**src/rtl/mos_switch_arbiter.sv**
```systemverilog
`default_nettype none
// mos_switch_arbiter: round-robin owner of a shared net through NMOS/PMOS pass pairs,
// with break-before-make dead time and a hold limit. Rev 1.0
module mos_switch_arbiter #(
  parameter int N           = 4,
  parameter int DEAD_CYCLES = 2,
  parameter int MAX_HOLD    = 8
) (
  input  logic                 clk,
  input  logic                 rst,
  input  logic [N-1:0]         req,
  output logic [N-1:0]         gate_n,
  output logic [N-1:0]         gate_p,
  output logic [$clog2(N)-1:0] grant_id,
  output logic                 busy,
  output logic                 hold_expired
);

  localparam int IW = $clog2(N);
  localparam int DW = (DEAD_CYCLES > 1) ? $clog2(DEAD_CYCLES) : 1;
  localparam int HW = (MAX_HOLD > 1) ? $clog2(MAX_HOLD) : 1;

  typedef enum logic [1:0] {
    S_IDLE = 2'd0,
    S_DEAD = 2'd1,
    S_ON   = 2'd2
  } state_t;

  state_t        state;
  logic [IW-1:0] winner;
  logic [IW-1:0] ptr;
  logic [IW-1:0] next_win;
  logic [DW-1:0] dcnt;
  logic [HW-1:0] hcnt;
  logic          hexp;

  logic          found;
  logic [IW:0]   sum;
  logic [IW-1:0] idx;

  // First requester above ptr, wrapping; the previous owner is checked last.
  always_comb begin
    next_win = '0;
    found    = 1'b0;
    sum      = '0;
    idx      = '0;
    for (int k = 1; k <= N; k++) begin
      sum = {1'b0, ptr} + (IW+1)'(k);
      if (sum >= (IW+1)'(N)) sum = sum - (IW+1)'(N);
      idx = sum[IW-1:0];
      if (!found && req[idx]) begin
        next_win = idx;
        found    = 1'b1;
      end
    end
  end

  always_ff @(posedge clk) begin
    if (rst) begin
      state  <= S_IDLE;
      winner <= '0;
      ptr    <= IW'(N-1);
      dcnt   <= '0;
      hcnt   <= '0;
      hexp   <= 1'b0;
    end else begin
      hexp <= 1'b0;
      case (state)
        S_IDLE: begin
          if (req != '0) begin
            winner <= next_win;
            dcnt   <= '0;
            state  <= S_DEAD;
          end
        end
        S_DEAD: begin
          if (!req[winner]) begin
            state <= S_IDLE;
          end else if (dcnt == DW'(DEAD_CYCLES-1)) begin
            hcnt  <= '0;
            state <= S_ON;
          end else begin
            dcnt <= dcnt + 1'b1;
          end
        end
        S_ON: begin
          if (!req[winner]) begin
            ptr   <= winner;
            state <= S_IDLE;
          end else if (hcnt == HW'(MAX_HOLD-1)) begin
            ptr   <= winner;
            hexp  <= 1'b1;
            state <= S_IDLE;
          end else begin
            hcnt <= hcnt + 1'b1;
          end
        end
        default: state <= S_IDLE;
      endcase
    end
  end

  // Gates are a pure decode of registered state, so no switch can close outside ON.
  always_comb begin
    gate_n = '0;
    if (state == S_ON) gate_n[winner] = 1'b1;
  end

  assign gate_p       = ~gate_n;
  assign grant_id     = winner;
  assign busy         = (state != S_IDLE);
  assign hold_expired = hexp;

endmodule
`default_nettype wire

```
**config.mk**
```make
export PLATFORM = sky130hd
export DESIGN_NAME = mos_switch_arbiter
export DESIGN_NICKNAME = d
export VERILOG_FILES = /design/src/rtl/mos_switch_arbiter.sv
export SDC_FILE = /design/constraint.sdc
export NUM_CORES = 1
export LEC_CHECK = 0
export CAP_MARGIN = 20
export CORE_MARGIN = 2
export CORE_UTILIZATION = 45
export CTS_CLUSTER_DIAMETER = 100
export CTS_CLUSTER_SIZE = 25
export DETAILED_ROUTE_END_ITERATION = 16
export GPL_ROUTABILITY_DRIVEN = 0
export PLACE_DENSITY = 0.85
export SLEW_MARGIN = 5
export SYNTH_ARGS = -nofsm -noshare
export SYNTH_HDL_FRONTEND = slang
export SYNTH_SLANG_ARGS = --single-unit
```
**constraint.sdc**
```tcl
create_clock -name clk -period 1.74 [get_ports clk]
set_input_delay 0.348 -clock clk [delete_from_list [all_inputs] [get_ports clk]]
set_output_delay 0.348 -clock clk [all_outputs]
set_load 0.02 [all_outputs]
```
==> results of run 1 <==
==> layer usage <==
metal | up-vias | wire length [µm] | global-route usage, %
met3 | 3 | 107 | 3.673
met4 | 0 | 20 | 7.273
met1 | 339 | 657 | 22.59
met5 | - | 0 | 0
met2 | 23 | 800 | 33.82
li1 | 364 | - | -
==> cells in the final DEF, fill, tap and decap left out, types with 2 or more instances in the layout <==
cell type / Yosys / final
nor2_1: 15 / 15
buf_4: 0 / 13
dfxtp_1: 11 / 10
inv_1: 8 / 7
clkdlybuf4s50_1: 0 / 6
nand2_1: 5 / 5
a21oi_1: 3 / 3
mux2i_1: 3 / 3
nor3_1: 3 / 3
clkbuf_4: 0 / 3
or2_2: 2 / 2
o21ai_0: 2 / 2
and2_1: 2 / 2
mux2_4: 2 / 2
a311oi_1: 2 / 2
ha_1: 2 / 2
buf_2: 2 / 2
clkbuf_2: 0 / 2
dlygate4sd2_1: 0 / 2
==> state kept, by name, summed over array words and instances, names as in the netlist <==
signal        cells
dcnt              1
grant_id          2
hcnt              3
hold_expired      1
ptr               2
state             2
==> report_power, final <==
part           switching, µW  internal, µW  total (µW)  leakage, µW
logic                   82.5          78.2         161     0.000380
registers               7.66           263         271    0.0000898
clock network           91.4          88.9         180    0.0000150
==> critical path: stages (launching register included) <==
cell	delay, ps
dfxtp_1	330
buf_4	140
or2_2	310
clkdlybuf4s15_1	290
==> repair_timing <==
action,4_1_cts,5_1_grt
gates cloned,0,0
setup buffers,0,0
endpoints found under the setup margin,10,10
resized for setup,21,16
==> logic make-up after synthesis <==
family                     after synthesis  synth area share [%]
muxes                                    6                 11.32
AOI/OAI and AO/OA                       17                 19.39
buffers and inverters                   12                 9.090
DFF                                     11                 30.19
adders and majority gates                2                 3.430
and+or+nand+nor                         38                 26.59
==> layout make-up <==
type / instances / area (µm²)
well taps: 16 / 20.02
repair buffers: 29 / 240.2
multi-input cells: 63 / 450.4
clock buffers: 4 / 26.28
flip-flops and latches: 11 / 221.5
inverters: 8 / 30.03
fillers: 128 / 518.0
==> stage by stage <==
| stage | total power (µW) | area (µm²) | hold WS [ps] |
|---|---|---|---|
| after floorplan | 383.8 | 729.5 | 463.1 |
| after global routing | 640.6 | 988.4 | 538.3 |
| after detailed placement | 439.8 | 973.4 | 491.9 |
| after global placement | 434.9 | 973.4 | 475.5 |
| after CTS | 612.3 | 993.5 | 501.3 |
| final | 612.0 | 988.4 | 500.4 |
==> path summary, 6_finish.rpt <==
check,end,slack [ps],from,depth (start not counted)
hold / removal,dcnt,500,dcnt,2
hold reg to reg,dcnt,500,dcnt,2
setup reg to reg,hcnt[1],120,grant_id[0],5
setup / recovery,busy,40,state[1],3
==> results.toml, run 1 <==
[run_status]
status = "finished, final reports clean"

[setup_path]
crit_fanout = 4
crit_type = "reg2out"
cp-start-kind = "flip-flop"
crit_arrival_ps = 1350
worstPathRequired_ps = 1390
end_kind = "output port"

[routing]
antenna_left = 0
vias = 729
first_pass_iters = 4
via_per_inst = 5.565
wl_per_cell_um = 12.11
routed_wl_mm = 1.586
drt_iter0_drc = 14
drc = 0

[sta]
fin_setup_tns_ps = 0
rsz0062_at_grt = "no"
slew_violations = 0
fin_crit_sh_pct = 97.61
hold_viol = 0
setup_ws_ps = 41.56
tightest_slew_ps = 424.6
relSlewSlack_pct = 71.61
min_period_ps = 1698
fmax_ghz = 0.5888
skew_ps = 6.637
setup_viol = 0

[final_layout]
nets = 124
final_util_pct = 65.61
diodes = 0
stdcell_count = 131
final_layout_size_suffix_gt1_share_pct = 29.57
area_delta_synth_final_pct = 35.51

[yosys]
async_flop_share_pct = 0
yosys_warnings = 0
synthTopCellsByCount = "nor2_1 (15), dfxtp_1 (11), inv_1 (8)"
syn_nets = 94
yosysTopAreaCell = "dfxtp_1"
yosysUniqueCellTypes = 36
syn_area_per_cell_um2 = 8.482
yosys-top-cells-area = "dfxtp_1 (30%), nor2_1 (7.7%), mux2i_1 (4.1%), inv_1 (4.1%), mux2_4 (4.1%)"
ys.flop_type = "dfxtp_1"
synth.most_common_cell = "nor2_1"
syn-cell-area_um2 = 729.5
ys_ff_latch = 11
synth.top_cell.area_share_pct = 30.19
synthCells = 86
synth_edf_count = 0
seq_area_frac_synth_pct = 30.19

[power_and_ir_drop]
power.density_nw_per_um2 = 619.1
peakVddDrop_uv = 444.8
leakagePower_uw = 0.0004849

[global_routing]
grt_overflow_total = 0
grt_pass1_wl_mm = 2.732
grt_max_degree = 13
grt_util_all_layers_pct = 19.08
antenna_found_initial = 0
grt_pass1_vias = 652

[clock_tree]
cts_root_buf = "clkbuf_4"
cts_buffer_depth = 2
clkTransAtPathRegs_ps = 70
postCtsHoldBufs = 0
cts_sinks = 11
cts_tree = "built"
h-tree-depth = 1
numCtsBuffers = 3
clkLatencyLatePin_ps = 280

[floorplanning]
die_y_um = 44.26
num_io_pins = 18
die_x_um = 44.26
start_util_pct = 48.42
rows = 14
die_area_um2 = 1959
core_area_um2 = 1506

[placed_design]
dp_cells = 127
port_buffers = 17
hpwl_mm = 1.257
pre_cts_ws_ps = -142.4

[worst_hold_path]
worst_hold_path_type = "reg2reg"

[flow_run]
drv_cap = 0
No activity file was read; power rests on OpenSTA's default activity.
==> inputs of run 2 (changes only) <==
- CORE_MARGIN: 2 -> 4
- DONT_BUFFER_PORTS: not set -> 1
- PLACE_DENSITY: 0.85 -> 0.71
==> run 2 against run 1 <==
Against the previous run: non-clock buffer count decreased by 20; core utilization decreased by 11 points; register-to-register slack improved by 20 ps; global-route usage decreased by 3.0 points; sequential power increased by 4%; first-iteration DRC count decreased by 50%; cell count decreased by 15%; clock skew decreased by 2.0 ps.
==> results.toml, run 2 (synthesis results as in run 1) <==
[sta]
tightest_slew_ps = 305.7
skew_ps = 4.668
rsz0062_at_grt = "no"
hold_viol = 0
relSlewSlack_pct = 79.43
hold_slack_ps = 131.2
slew_violations = 0
fin_crit_sh_pct = 95.71
fin_setup_tns_ps = 0
setup_viol = 0
min_period_ps = 1665
fmax_ghz = 0.6005

[setup_path]
crit_fanout = 6
crit_start = "state[1]"
worstPathRequired_ps = 1390
r2r_start = "hcnt[0]"
worst_path_largest_cell_delay_ps = 380
cp-start-kind = "flip-flop"
ff2ff_path_depth = 6
crit_chain = "nor2b_2 -> nand2_1 -> or2_2 -> buf_4"
crit_arrival_ps = 1320
slowest_stage = "dfxtp_2"
end_kind = "output port"
crit_type = "reg2out"
r2r-end = "ptr[0]"
cp_num_buf_inv = 1
ff2ff_setup_slack_ps = 140
crit_family = "simple AND/OR/NAND/NOR gates"

[routing]
drc = 0
vias = 647
first_pass_iters = 4
routed_wl_mm = 1.595
drt_iter0_drc = 7
antenna_left = 0
wl_per_cell_um = 14.37
via_per_inst = 5.829

[clock_tree]
cts_buffer_depth = 2
cts_sinks = 11
numCtsBuffers = 3
clkLatencyLatePin_ps = 270
cts_tree = "built"
postCtsHoldBufs = 0
cts_root_buf = "clkbuf_4"
h-tree-depth = 1
clkTransAtPathRegs_ps = 70

[final_layout]
area_delta_synth_final_pct = 13.89
layout_common_cells = "nor2_1 (15), dfxtp_1 (9), inv_1 (7), buf_4 (7), nand2_1 (5)"
final_util_pct = 54.52
largest_register = "hcnt"
nets = 104
largest_register_ff_count = 3
diodes = 0
final_layout_size_suffix_gt1_share_pct = 26.32
final_common_cell = "nor2_1"

[placed_design]
port_buffers = 0
hpwl_mm = 1.158

[flow_run]
drv_cap = 0

[worst_hold_path]
min_to = "grant_id[0]"
min_from = "rst"
hold_depth = 1
worst_hold_path_type = "in2reg"

[run_status]
status = "finished, final reports clean"

[power_and_ir_drop]
sw_frac_of_total_pct = 28.20
power.internal_uw = 403.7
comb_power_share_pct = 19.0
pwr-share-seq_pct = 50.1
p_switching_uw = 158.6
p_total_uw = 562.3
power.density_nw_per_um2 = 676.8
peakVddDrop_uv = 491.7
leakagePower_uw = 0.0003859
clkPwrFrac_pct = 30.9

[global_routing]
grt_pass1_vias = 579
grt_pass1_wl_mm = 2.573
grt_overflow_total = 0
grt_max_degree = 13
antenna_found_initial = 0
grt_util_all_layers_pct = 16.11

[floorplanning]
die_y_um = 48.26
num_io_pins = 18
die_x_um = 48.26
die_area_um2 = 2329
core_area_um2 = 1524
start_util_pct = 47.87
rows = 14
[run 2: changes by cell type in the layout (fill, tap and decap cells not counted), sizes merged]
cell	previous run	this run
dlygate4sd2	2	0
clkbuf	6	4
clkdlybuf4s15	2	0
clkdlybuf4s50	6	0
dlymetal6s2s	1	0
buf	16	9
[run 2: final cells by class]
type | count | area [µm²]
Clock buffer | 4 | 26.28
Fill cell | 144 | 693.2
Inverter | 8 | 30.03
Multi-Input combinational cell | 63 | 454.2
Sequential cell | 11 | 225.2
Tap cell | 16 | 20.02
Timing Repair Buffer | 9 | 75.07
[run 2: per-layer routing]
layer	share of wire (%)	vias up	global-route usage, %
met5	0	-	0
met3	8.1	5	6.273
met1	47	299	21.25
met2	44	23	23.44
li1	-	320	-
met4	1.4	0	6.452
[run 2: stage by stage]
step | worst slack [ps] | cell area, µm² | instances
floorplan | 101.7 | 729.5 | 86
finish | 74.58 | 830.8 | 111
global placement | 183.2 | 780.7 | 107
CTS | 5.146 | 822.0 | 111
global route | 1.480 | 830.8 | 111
detailed placement | 158.9 | 780.7 | 107
[run 2: worst max path at each step]
| stage | to | cells after the start |
|---|---|---|
| 6_report | gate_p[1] | 4 |
| 3_5_place_dp | ptr[0] | 6 |
| 2_1_floorplan | ptr[0] | 5 |
| 3_3_place_gp | ptr[0] | 6 |
| 4_1_cts | gate_p[1] | 4 |
| 5_1_grt | gate_p[2] | 5 |
[run 2: what timing repair did]
item | in CTS | in global routing
resized for setup | 6 | 3
setup endpoints to repair | 4 | 3
setup buffers | 0 | 0
[run 2: power by group through the flow]
stage,clock network [µW],logic (µW),registers (µW)
after floorplan,0,101,283
after global placement,0,102,283
after detailed placement,0,105,285
after CTS,184,108,280
after global routing,190,117,284
final,173,107,282
